[src/rtl/seq_divider.sv]
// Sequential restoring divider: one quotient bit per clock, start/done
// handshake, runtime signed/unsigned mode and divide-by-zero detection.
module seq_divider #(
    parameter int WIDTH = 8
) (
    input  logic             clk,
    input  logic             rst_n,
    input  logic             start,
    input  logic             sgn,
    input  logic [WIDTH-1:0] dividend,
    input  logic [WIDTH-1:0] divisor,
    output logic             busy,
    output logic             done,
    output logic [WIDTH-1:0] quotient,
    output logic [WIDTH-1:0] remainder,
    output logic             div_by_zero
);
    localparam int CNT_W = $clog2(WIDTH + 1);

    typedef enum logic [1:0] {IDLE, CALC, FIX} state_t;

    state_t             state_reg, state_next;
    logic [CNT_W-1:0]   cnt_reg, cnt_next;
    logic [WIDTH-1:0]   rem_reg, rem_next;
    logic [WIDTH-1:0]   quo_reg, quo_next;      // dividend bits shift out, quotient bits shift in
    logic [WIDTH-1:0]   dvs_reg, dvs_next;      // divisor magnitude
    logic               neg_q_reg, neg_q_next;
    logic               neg_r_reg, neg_r_next;
    logic               dz_pend_reg, dz_pend_next; // zero divisor accepted, report next edge
    logic               done_reg, done_next;
    logic               dz_reg, dz_next;
    logic [WIDTH-1:0]   quotient_reg, quotient_next;
    logic [WIDTH-1:0]   remainder_reg, remainder_next;

    logic [WIDTH-1:0]   dividend_mag, divisor_mag;
    logic [WIDTH:0]     shifted, trial;

    // Operand magnitudes; negating the most negative value yields 2^(WIDTH-1) as unsigned.
    assign dividend_mag = (sgn && dividend[WIDTH-1]) ? -dividend : dividend;
    assign divisor_mag  = (sgn && divisor[WIDTH-1])  ? -divisor  : divisor;

    // One restoring step: shift in next dividend bit, trial-subtract the divisor.
    assign shifted = {rem_reg, quo_reg[WIDTH-1]};
    assign trial   = shifted - {1'b0, dvs_reg};

    // Next-state and datapath logic.
    always_comb begin
        state_next     = state_reg;
        cnt_next       = cnt_reg;
        rem_next       = rem_reg;
        quo_next       = quo_reg;
        dvs_next       = dvs_reg;
        neg_q_next     = neg_q_reg;
        neg_r_next     = neg_r_reg;
        dz_pend_next   = 1'b0;
        done_next      = 1'b0;
        dz_next        = dz_reg;
        quotient_next  = quotient_reg;
        remainder_next = remainder_reg;
        case (state_reg)
            IDLE: begin
                // Divide-by-zero result; the raw dividend was parked in quo_reg.
                if (dz_pend_reg) begin
                    quotient_next  = '1;
                    remainder_next = quo_reg;
                    dz_next        = 1'b1;
                    done_next      = 1'b1;
                end
                if (start) begin
                    neg_q_next = sgn & (dividend[WIDTH-1] ^ divisor[WIDTH-1]);
                    neg_r_next = sgn & dividend[WIDTH-1];
                    rem_next   = '0;
                    cnt_next   = '0;
                    dvs_next   = divisor_mag;
                    if (divisor == '0) begin
                        dz_pend_next = 1'b1;
                        quo_next     = dividend;
                    end else begin
                        quo_next   = dividend_mag;
                        state_next = CALC;
                    end
                end
            end
            CALC: begin
                if (!trial[WIDTH]) rem_next = trial[WIDTH-1:0];
                else               rem_next = shifted[WIDTH-1:0];
                quo_next = {quo_reg[WIDTH-2:0], ~trial[WIDTH]};
                cnt_next = cnt_reg + CNT_W'(1);
                if (cnt_reg == CNT_W'(WIDTH - 1)) state_next = FIX;
            end
            FIX: begin
                // Truncating division: remainder follows the dividend's sign.
                quotient_next  = neg_q_reg ? -quo_reg : quo_reg;
                remainder_next = neg_r_reg ? -rem_reg : rem_reg;
                dz_next        = 1'b0;
                done_next      = 1'b1;
                state_next     = IDLE;
            end
            default: state_next = IDLE;
        endcase
    end

    // State and datapath registers with synchronous active-low reset.
    always_ff @(posedge clk) begin
        if (!rst_n) begin
            state_reg     <= IDLE;
            cnt_reg       <= '0;
            rem_reg       <= '0;
            quo_reg       <= '0;
            dvs_reg       <= '0;
            neg_q_reg     <= 1'b0;
            neg_r_reg     <= 1'b0;
            dz_pend_reg   <= 1'b0;
            done_reg      <= 1'b0;
            dz_reg        <= 1'b0;
            quotient_reg  <= '0;
            remainder_reg <= '0;
        end else begin
            state_reg     <= state_next;
            cnt_reg       <= cnt_next;
            rem_reg       <= rem_next;
            quo_reg       <= quo_next;
            dvs_reg       <= dvs_next;
            neg_q_reg     <= neg_q_next;
            neg_r_reg     <= neg_r_next;
            dz_pend_reg   <= dz_pend_next;
            done_reg      <= done_next;
            dz_reg        <= dz_next;
            quotient_reg  <= quotient_next;
            remainder_reg <= remainder_next;
        end
    end

    assign busy        = (state_reg != IDLE);
    assign done        = done_reg;
    assign quotient    = quotient_reg;
    assign remainder   = remainder_reg;
    assign div_by_zero = dz_reg;

endmodule

[config.mk]
export PLATFORM = sky130hd
export DESIGN_NAME = seq_divider
export DESIGN_NICKNAME = d
export VERILOG_FILES = /design/src/rtl/seq_divider.sv
export SDC_FILE = /design/constraint.sdc
export NUM_CORES = 1
export LEC_CHECK = 0
export ABC_AREA = 1
export CAP_MARGIN = 20
export CORE_MARGIN = 2
export CORE_UTILIZATION = 56
export DETAILED_ROUTE_END_ITERATION = 12
export GPL_TIMING_DRIVEN = 0
export PLACE_DENSITY = 0.82
export RECOVER_POWER = 50
export REMOVE_ABC_BUFFERS = 1
export SLEW_MARGIN = 20
export SYNTH_ARGS = -nofsm -noshare
export SYNTH_HDL_FRONTEND = slang
export SYNTH_SLANG_ARGS = --single-unit
[constraint.sdc]
create_clock -name clk -period 2.4 [get_ports clk]
set_input_delay 0.48 -clock clk [delete_from_list [all_inputs] [get_ports clk]]
set_output_delay 0.48 -clock clk [all_outputs]
set_load 0.01 [all_outputs]
==> results.toml, run 1 <==
[run_status]
status = "completed"

[timing]
slew_violations = 0
hold_viol_final = 0
setup_slack_ps = 187.4
post-route-period-util_pct = 92.19
whs_ps = 467.5
slew_headroom_pct = 42.31
setup_violations = 0
rsz0062_at_grt = "false"
finClkSkew_ps = 8.481
period_minus_slack_ps = 2213
tightest_slew_ps = 865.3
max_freq_mhz = 452.0

[layout]
fin_nets = 525
fin_cells = 564
drive_gt1_share_pct = 5.894
synthToLayoutAreaGrowth_pct = 13.63
antennaDiodeCount = 0

[die]
die_h_um = 79.10
start_util_pct = 57.70
die_w_um = 79.10
core_area_um2 = 5473
io_pins = 39
dieArea_um2 = 6256
fp-row-count = 27

[grt]
grt_pass1_wl_um = 12160
antenna_found_initial = 0
overflow = 0
first_global_vias = 2821
grt_use_total_pct = 24.19
use_met2_pct = 43.22
met3_usage_pct = 3.182
grtUsageMet1_pct = 30.36
grt-busiest-layer = "met2"
grt_max_degree = 25

[synth]
ys.flop_type = "dfxtp_1"
syn_area_um2 = 3158
synth_compound_area_share_pct = 19.22
synthXorXnorAreaFrac_pct = 1.387
synth_top_family_by_area = "simple AND/OR/NAND/NOR gates"
synth-simple-area-share_pct = 29.91
synthAdderAreaFrac_pct = 5.784
yosys-mux-area-fraction_pct = 0
synth-edff-count = 0
async_reset_ff_share_pct = 0
yosys_warnings = 0
synth_seq_cells = 51
ys_types = 41
synthCells = 457
syn_avg_cell_area_um2 = 6.910
synth.yosys.seq_area_share_pct = 32.33

[placed_design]
numPortBuffers = 38
dp_slack_ps = -425.9
globalplace.congestion = 0.8778
post-place-cells = 555
dp_hpwl_um = 5492

[power_and_ir_drop]
power_leakage_nw = 1.612
p_sw_share_pct = 43.23
switchingPower_w = 0.001266
powerDensity_nw_per_um2 = 816.3
p_int_w = 0.001663
combPwrFrac_pct = 46.8
total_power_w = 0.002929
seq_power_share_pct = 36.5
clkPwrFrac_pct = 16.7
vdd_drop_max_v = 0.0004458

[clock_tree]
clkTransAtPathRegs_ps = 90
h-tree-depth = 2
ctsRootBufferMaster = "clkbuf_8"
cts_hold_repair.buffers = 0
numClockSinks = 51
post_cts_buffers = 0
insertion_delay_ps = 310
cts_tree = "yes"
cts_made_buffers = 5
clockBufferDepth = 2

[critical_path]
endpoint_kind = "register"
path_class = "register to register"
ff2ff_path_depth = 12
r2r_start = "quo_reg[7]$_SDFFE_PN0P_"
crit_required_ps = 2600
worst_r2r_endpoint = "rem_reg[2]$_SDFFE_PN0P_"
crit_path_start_kind = "register"
setup.worst_path.start = "quo_reg[7]$_SDFFE_PN0P_"
cp.arrival_ps = 2410
r2r_slack_ps = 190
crit_fanout = 13

[detailed_routing]
wire_per_inst_um = 12.86
final_antenna_net_count = 0
drt_iter0_drc = 162
routed-via-count = 3085
routed_via_density = 5.470
drc_errors = 0
drt-total-wl_um = 7252
dr.pass1.iters = 4

[worst_hold_path]
holdPathStages = 2
holdPathEnd = "remainder[7]$_SDFFE_PN0P_"
hold_path.class = "register to register"
hp-start = "remainder[7]$_SDFFE_PN0P_"

[flow_run]
maxCapViolCount = 0
-- routing by layer --
metal	wire length (µm)	part of all wire, %
met1	3244	45
met2	3622	50
met3	275	3.8
met4	109	1.5
met5	0	0
-- worst max path at each step --
stage	endpoint	slack, ps	cells after the start
final	rem_reg[2]$_SDFFE_PN0P_	190	12
after global routing	rem_reg[2]$_SDFFE_PN0P_	8	12
after CTS	rem_reg[1]$_SDFFE_PN0P_	150	5
after detailed placement	rem_reg[1]$_SDFFE_PN0P_	-430	5
after global placement	rem_reg[1]$_SDFFE_PN0P_	-410	5
after floorplan	rem_reg[2]$_SDFFE_PN0P_	540	12
-- final cells by class --
type                    instances  area, µm²
clock buffers                   7      76.32
clock inverters                 1      5.005
fillers                       535       1884
inverters                      74      282.8
multi-input cells             320       1728
flip-flops and latches         51       1021
well taps                      72      90.09
repair buffers                 38      380.4
repair inverters                1      5.005
-- critical path: stages, from the launching register on --
cell and delay (ps):
dfxtp_1 370, inv_1 140, ha_1 160, inv_1 50, fa_1 380, nand2_1 110, nand2_2 80, nand3_1 150
nand3_2 150, nand2_2 230, o21ai_0 140, o211ai_1 100, nand2_1 60
-- Yosys cell counts, types with 2 or more instances --
master / number / area [µm²]
a21oi_1: 31 / 155.2
a22o_1: 2 / 17.52
a22oi_1: 6 / 45.04
a31oi_1: 5 / 31.28
buf_2: 3 / 15.01
buf_6: 4 / 45.04
clkbuf_1: 5 / 18.77
dfxtp_1: 51 / 1021
ha_1: 13 / 162.7
inv_1: 66 / 247.7
inv_2: 6 / 22.52
nand2_1: 103 / 386.6
nand2_2: 5 / 31.28
nand3_1: 42 / 210.2
nand3_2: 2 / 20.02
nand3b_1: 3 / 22.52
nand4_1: 3 / 18.77
nor2_1: 23 / 86.33
nor2_2: 2 / 12.51
nor2_4: 3 / 33.78
nor2_8: 2 / 40.04
nor3_1: 6 / 30.03
o211ai_1: 5 / 37.54
o21ai_0: 35 / 175.2
o21bai_1: 2 / 15.01
o221ai_1: 3 / 26.28
o221ai_2: 2 / 30.03
o22ai_1: 7 / 43.79
xor2_1: 5 / 43.79
-- stage by stage --
step                      utilization, %  setup TNS, ps  instance area, µm²
after global routing               65.57              0                3588
after global placement             64.86          -6355                3550
after CTS                          66.48              0                3638
after floorplan                        -              0                3079
final                              65.57              0                3588
after detailed placement           64.86          -6582                3550
-- placed cells by master, fill, tap and decap left out, drive strengths merged --
master	count
nand2	109
inv	71
dfxtp	51
nand3	45
o21ai	36
a21oi	32
nor2	30
clkdlybuf4s50	20
dlygate4sd3	17
ha	13
o22ai	7
clkbuf	7
nor3	6
a22oi	6
xor2	5
o211ai	5
a31oi	5
o221ai	5
nand3b	4
nand4	3
clkinvlp	3
o21bai	2
a22o	2
or2	2
clkinv	2
a21o	1
a221oi	1
fa	1
clkdlybuf4s15	1
-- logic make-up after synthesis --
kind of cell | Yosys count
XOR/XNOR | 5
buffers and inverters | 86
flip-flops | 51
AO/OA/AOI/OAI | 102
adder cells (fa/ha/maj) | 14
AND/OR/NAND/NOR | 199
-- power by group through the flow --
stage	combinational, W	clock, W	sequential, W
final	0.00137	0.000489	0.00107
after global routing	0.00158	0.000518	0.00108
after CTS	0.00139	0.000490	0.00107
after detailed placement	0.00138	0	0.00109
after global placement	0.00134	0	0.00109
after floorplan	0.00105	0	0.00107
-- repair_timing --
| action | in CTS | in global routing |
|---|---|---|
| setup endpoints to repair | 11 | 1 |
| gates resized for setup | 2 | 1 |
| cloned | 1 | 0 |
Note: power is estimated with default switching activity, not from simulation.
==> run 2, diff against run 1 <==
==> constraint.sdc (replaced) <==
create_clock -name clk -period 2.15 [get_ports clk]
set_input_delay 0.43 -clock clk [delete_from_list [all_inputs] [get_ports clk]]
set_output_delay 0.43 -clock clk [all_outputs]
set_load 0.01 [all_outputs]
==> run 2 against run 1 <==
Wire length down 0.55%. Critical path depth unchanged. Via count down 0.32%. Clock power up 11%. Sequential cell count unchanged. Hold slack about the same. Register-to-register slack worse by 40 ps. Die area unchanged. Sequential share of layout area down 0.39 points. Maximum frequency up 10%. Largest cell class unchanged.
==> results.toml, run 2 (same netlist as run 1, synthesis figures left out) <==
[run_status]
status = "completed"

[die]
core_area_um2 = 5473
die_h_um = 79.10
start_util_pct = 57.70
fp-row-count = 27
io_pins = 39
dieArea_um2 = 6256
die_w_um = 79.10

[timing]
finClkSkew_ps = 5.777
setup_violations = 0
slew_headroom_pct = 42.05
tightest_slew_ps = 868.3
hold_viol_final = 0
tns_ps = 0
slew_violations = 0
period_minus_slack_ps = 2005
post-route-period-util_pct = 93.27
max_freq_mhz = 498.7

[detailed_routing]
drc_errors = 0
drt-total-wl_um = 7212
drt_iter0_drc = 177
final_antenna_net_count = 0
dr.pass1.iters = 4
routed-via-count = 3075
routed_via_density = 5.442
wire_per_inst_um = 12.76

[critical_path]
r2r_start = "quo_reg[7]$_SDFFE_PN0P_"
critPathTopFamily = "simple AND/OR/NAND/NOR gates"
crit_chain = "inv_2 -> ha_1 -> inv_1 -> fa_1 -> nand2_1 -> nand2_2 -> nand3_2 -> nand2_1 -> nand2_4 -> nand2_4 -> o211ai_1 -> nand2_1"
path_class = "register to register"
critPathMaxStageDelay_ps = 380
crit_path_start_kind = "register"
ff2ff_path_depth = 12
r2r_slack_ps = 140
cpMaxStageDelayCell = "fa_1"
worst-path-buf-inv = 2
path_common_cell = "nand2_1"
worst_r2r_endpoint = "rem_reg[2]$_SDFFE_PN0P_"
crit_fanout = 6
crit_required_ps = 2350
endpoint_kind = "register"
cp.arrival_ps = 2200

[worst_hold_path]
hp-start = "remainder[2]$_SDFFE_PN0P_"
holdPathStages = 2
holdPathEnd = "remainder[2]$_SDFFE_PN0P_"
hold_path.class = "register to register"

[placed_design]
globalplace.congestion = 0.8778
dp_hpwl_um = 5492
numPortBuffers = 38

[layout]
layout_commonest_cell = "nand2_1"
drive_gt1_share_pct = 6.897
final_cell_mix = "nand2_1 (103), inv_1 (67), dfxtp_1 (50)"
synthToLayoutAreaGrowth_pct = 15.33
fin_nets = 526
antennaDiodeCount = 0

[clock_tree]
cts_tree = "yes"
clockBufferDepth = 2
clkTransAtPathRegs_ps = 90
ctsRootBufferMaster = "clkbuf_8"
cts_made_buffers = 5
insertion_delay_ps = 300
numClockSinks = 51
post_cts_buffers = 0
h-tree-depth = 2

[grt]
grt_use_total_pct = 24.19
antenna_found_initial = 0
grt_pass1_wl_um = 12160
first_global_vias = 2821
grt_max_degree = 25
overflow = 0

[power_and_ir_drop]
powerDensity_nw_per_um2 = 931.5
total_power_w = 0.003393
power_leakage_nw = 1.609
vdd_drop_max_v = 0.0006027

[flow_run]
maxCapViolCount = 0
==> run 2: cell types whose count changed in the layout (fill, tap and decap cells not counted), sizes merged <==
cell,before,now
clkinvlp,3,2
clkdlybuf4s50,20,28
nand2,109,110
inv,71,72
dlygate4sd3,17,9
==> run 2: repair_timing <==
item,CTS,global route
hold buffers,0,0
setup endpoints to repair,19,9
pin swaps,0,3
cloned,1,1
gates resized for setup,5,6
==> run 2: worst reg2reg max path: stages, from the launching register on <==
cell      delay [ps]
dfxtp_2          360
inv_2             80
ha_1             140
inv_1             50
fa_1             380
nand2_1          110
nand2_2           80
nand3_2          120
nand2_1          100
nand2_4          130
nand2_4           90
o211ai_1         190
nand2_1           60
==> run 2: how the worst max path moves through the flow <==
| stage | startpoint | to | slack [ps] | cells after the start |
|---|---|---|---|---|
| after global routing | quo_reg[7]$_SDFFE_PN0P_ | rem_reg[2]$_SDFFE_PN0P_ | -3 | 12 |
| after detailed placement | rst_n | rem_reg[1]$_SDFFE_PN0P_ | -630 | 5 |
| after CTS | quo_reg[7]$_SDFFE_PN0P_ | rem_reg[2]$_SDFFE_PN0P_ | 20 | 12 |
| after floorplan | quo_reg[7]$_SDFFE_PN0P_ | rem_reg[2]$_SDFFE_PN0P_ | 290 | 12 |
| after global placement | rst_n | rem_reg[1]$_SDFFE_PN0P_ | -610 | 5 |
| final | quo_reg[7]$_SDFFE_PN0P_ | rem_reg[2]$_SDFFE_PN0P_ | 140 | 12 |
==> run 2: power by group <==
group	internal, W	switching [W]	total [W]
clock	0.000229	0.000313	0.000542
combinational	0.000620	0.00103	0.00165
sequential	0.00107	0.000130	0.00120
==> run 2: final cells by class <==
cell class,count,area (µm²)
clock buffers,7,76.32
clock inverters,1,5.005
fillers,525,1831
inverters,74,284.0
multi-input cells,321,1778
flip-flops and latches,51,1022
well taps,72,90.09
repair buffers,38,381.6
repair inverters,1,5.005
==> run 2: per-stage QoR <==
stage	hold WS (ps)	instance area (µm²)	utilization (%)	std cells	setup WS [ps]
global placement	443.1	3550	64.86	555	-613.6
detailed placement	456.5	3550	64.86	555	-625.9
global route	498.9	3642	66.55	565	-2.748
CTS	474.4	3646	66.62	564	20.50
finish	467.0	3642	66.55	565	144.6
floorplan	429.5	3079	-	445	290.8
==> run 2: routing by layer <==
layer | GRT usage (%) | wire length [µm] | vias to the layer above
met5 | 0 | 0 | -
met4 | 7.069 | 96 | 0
met3 | 3.182 | 291 | 9
met2 | 43.22 | 3614 | 66
met1 | 30.36 | 3210 | 1411
li1 | - | - | 1589
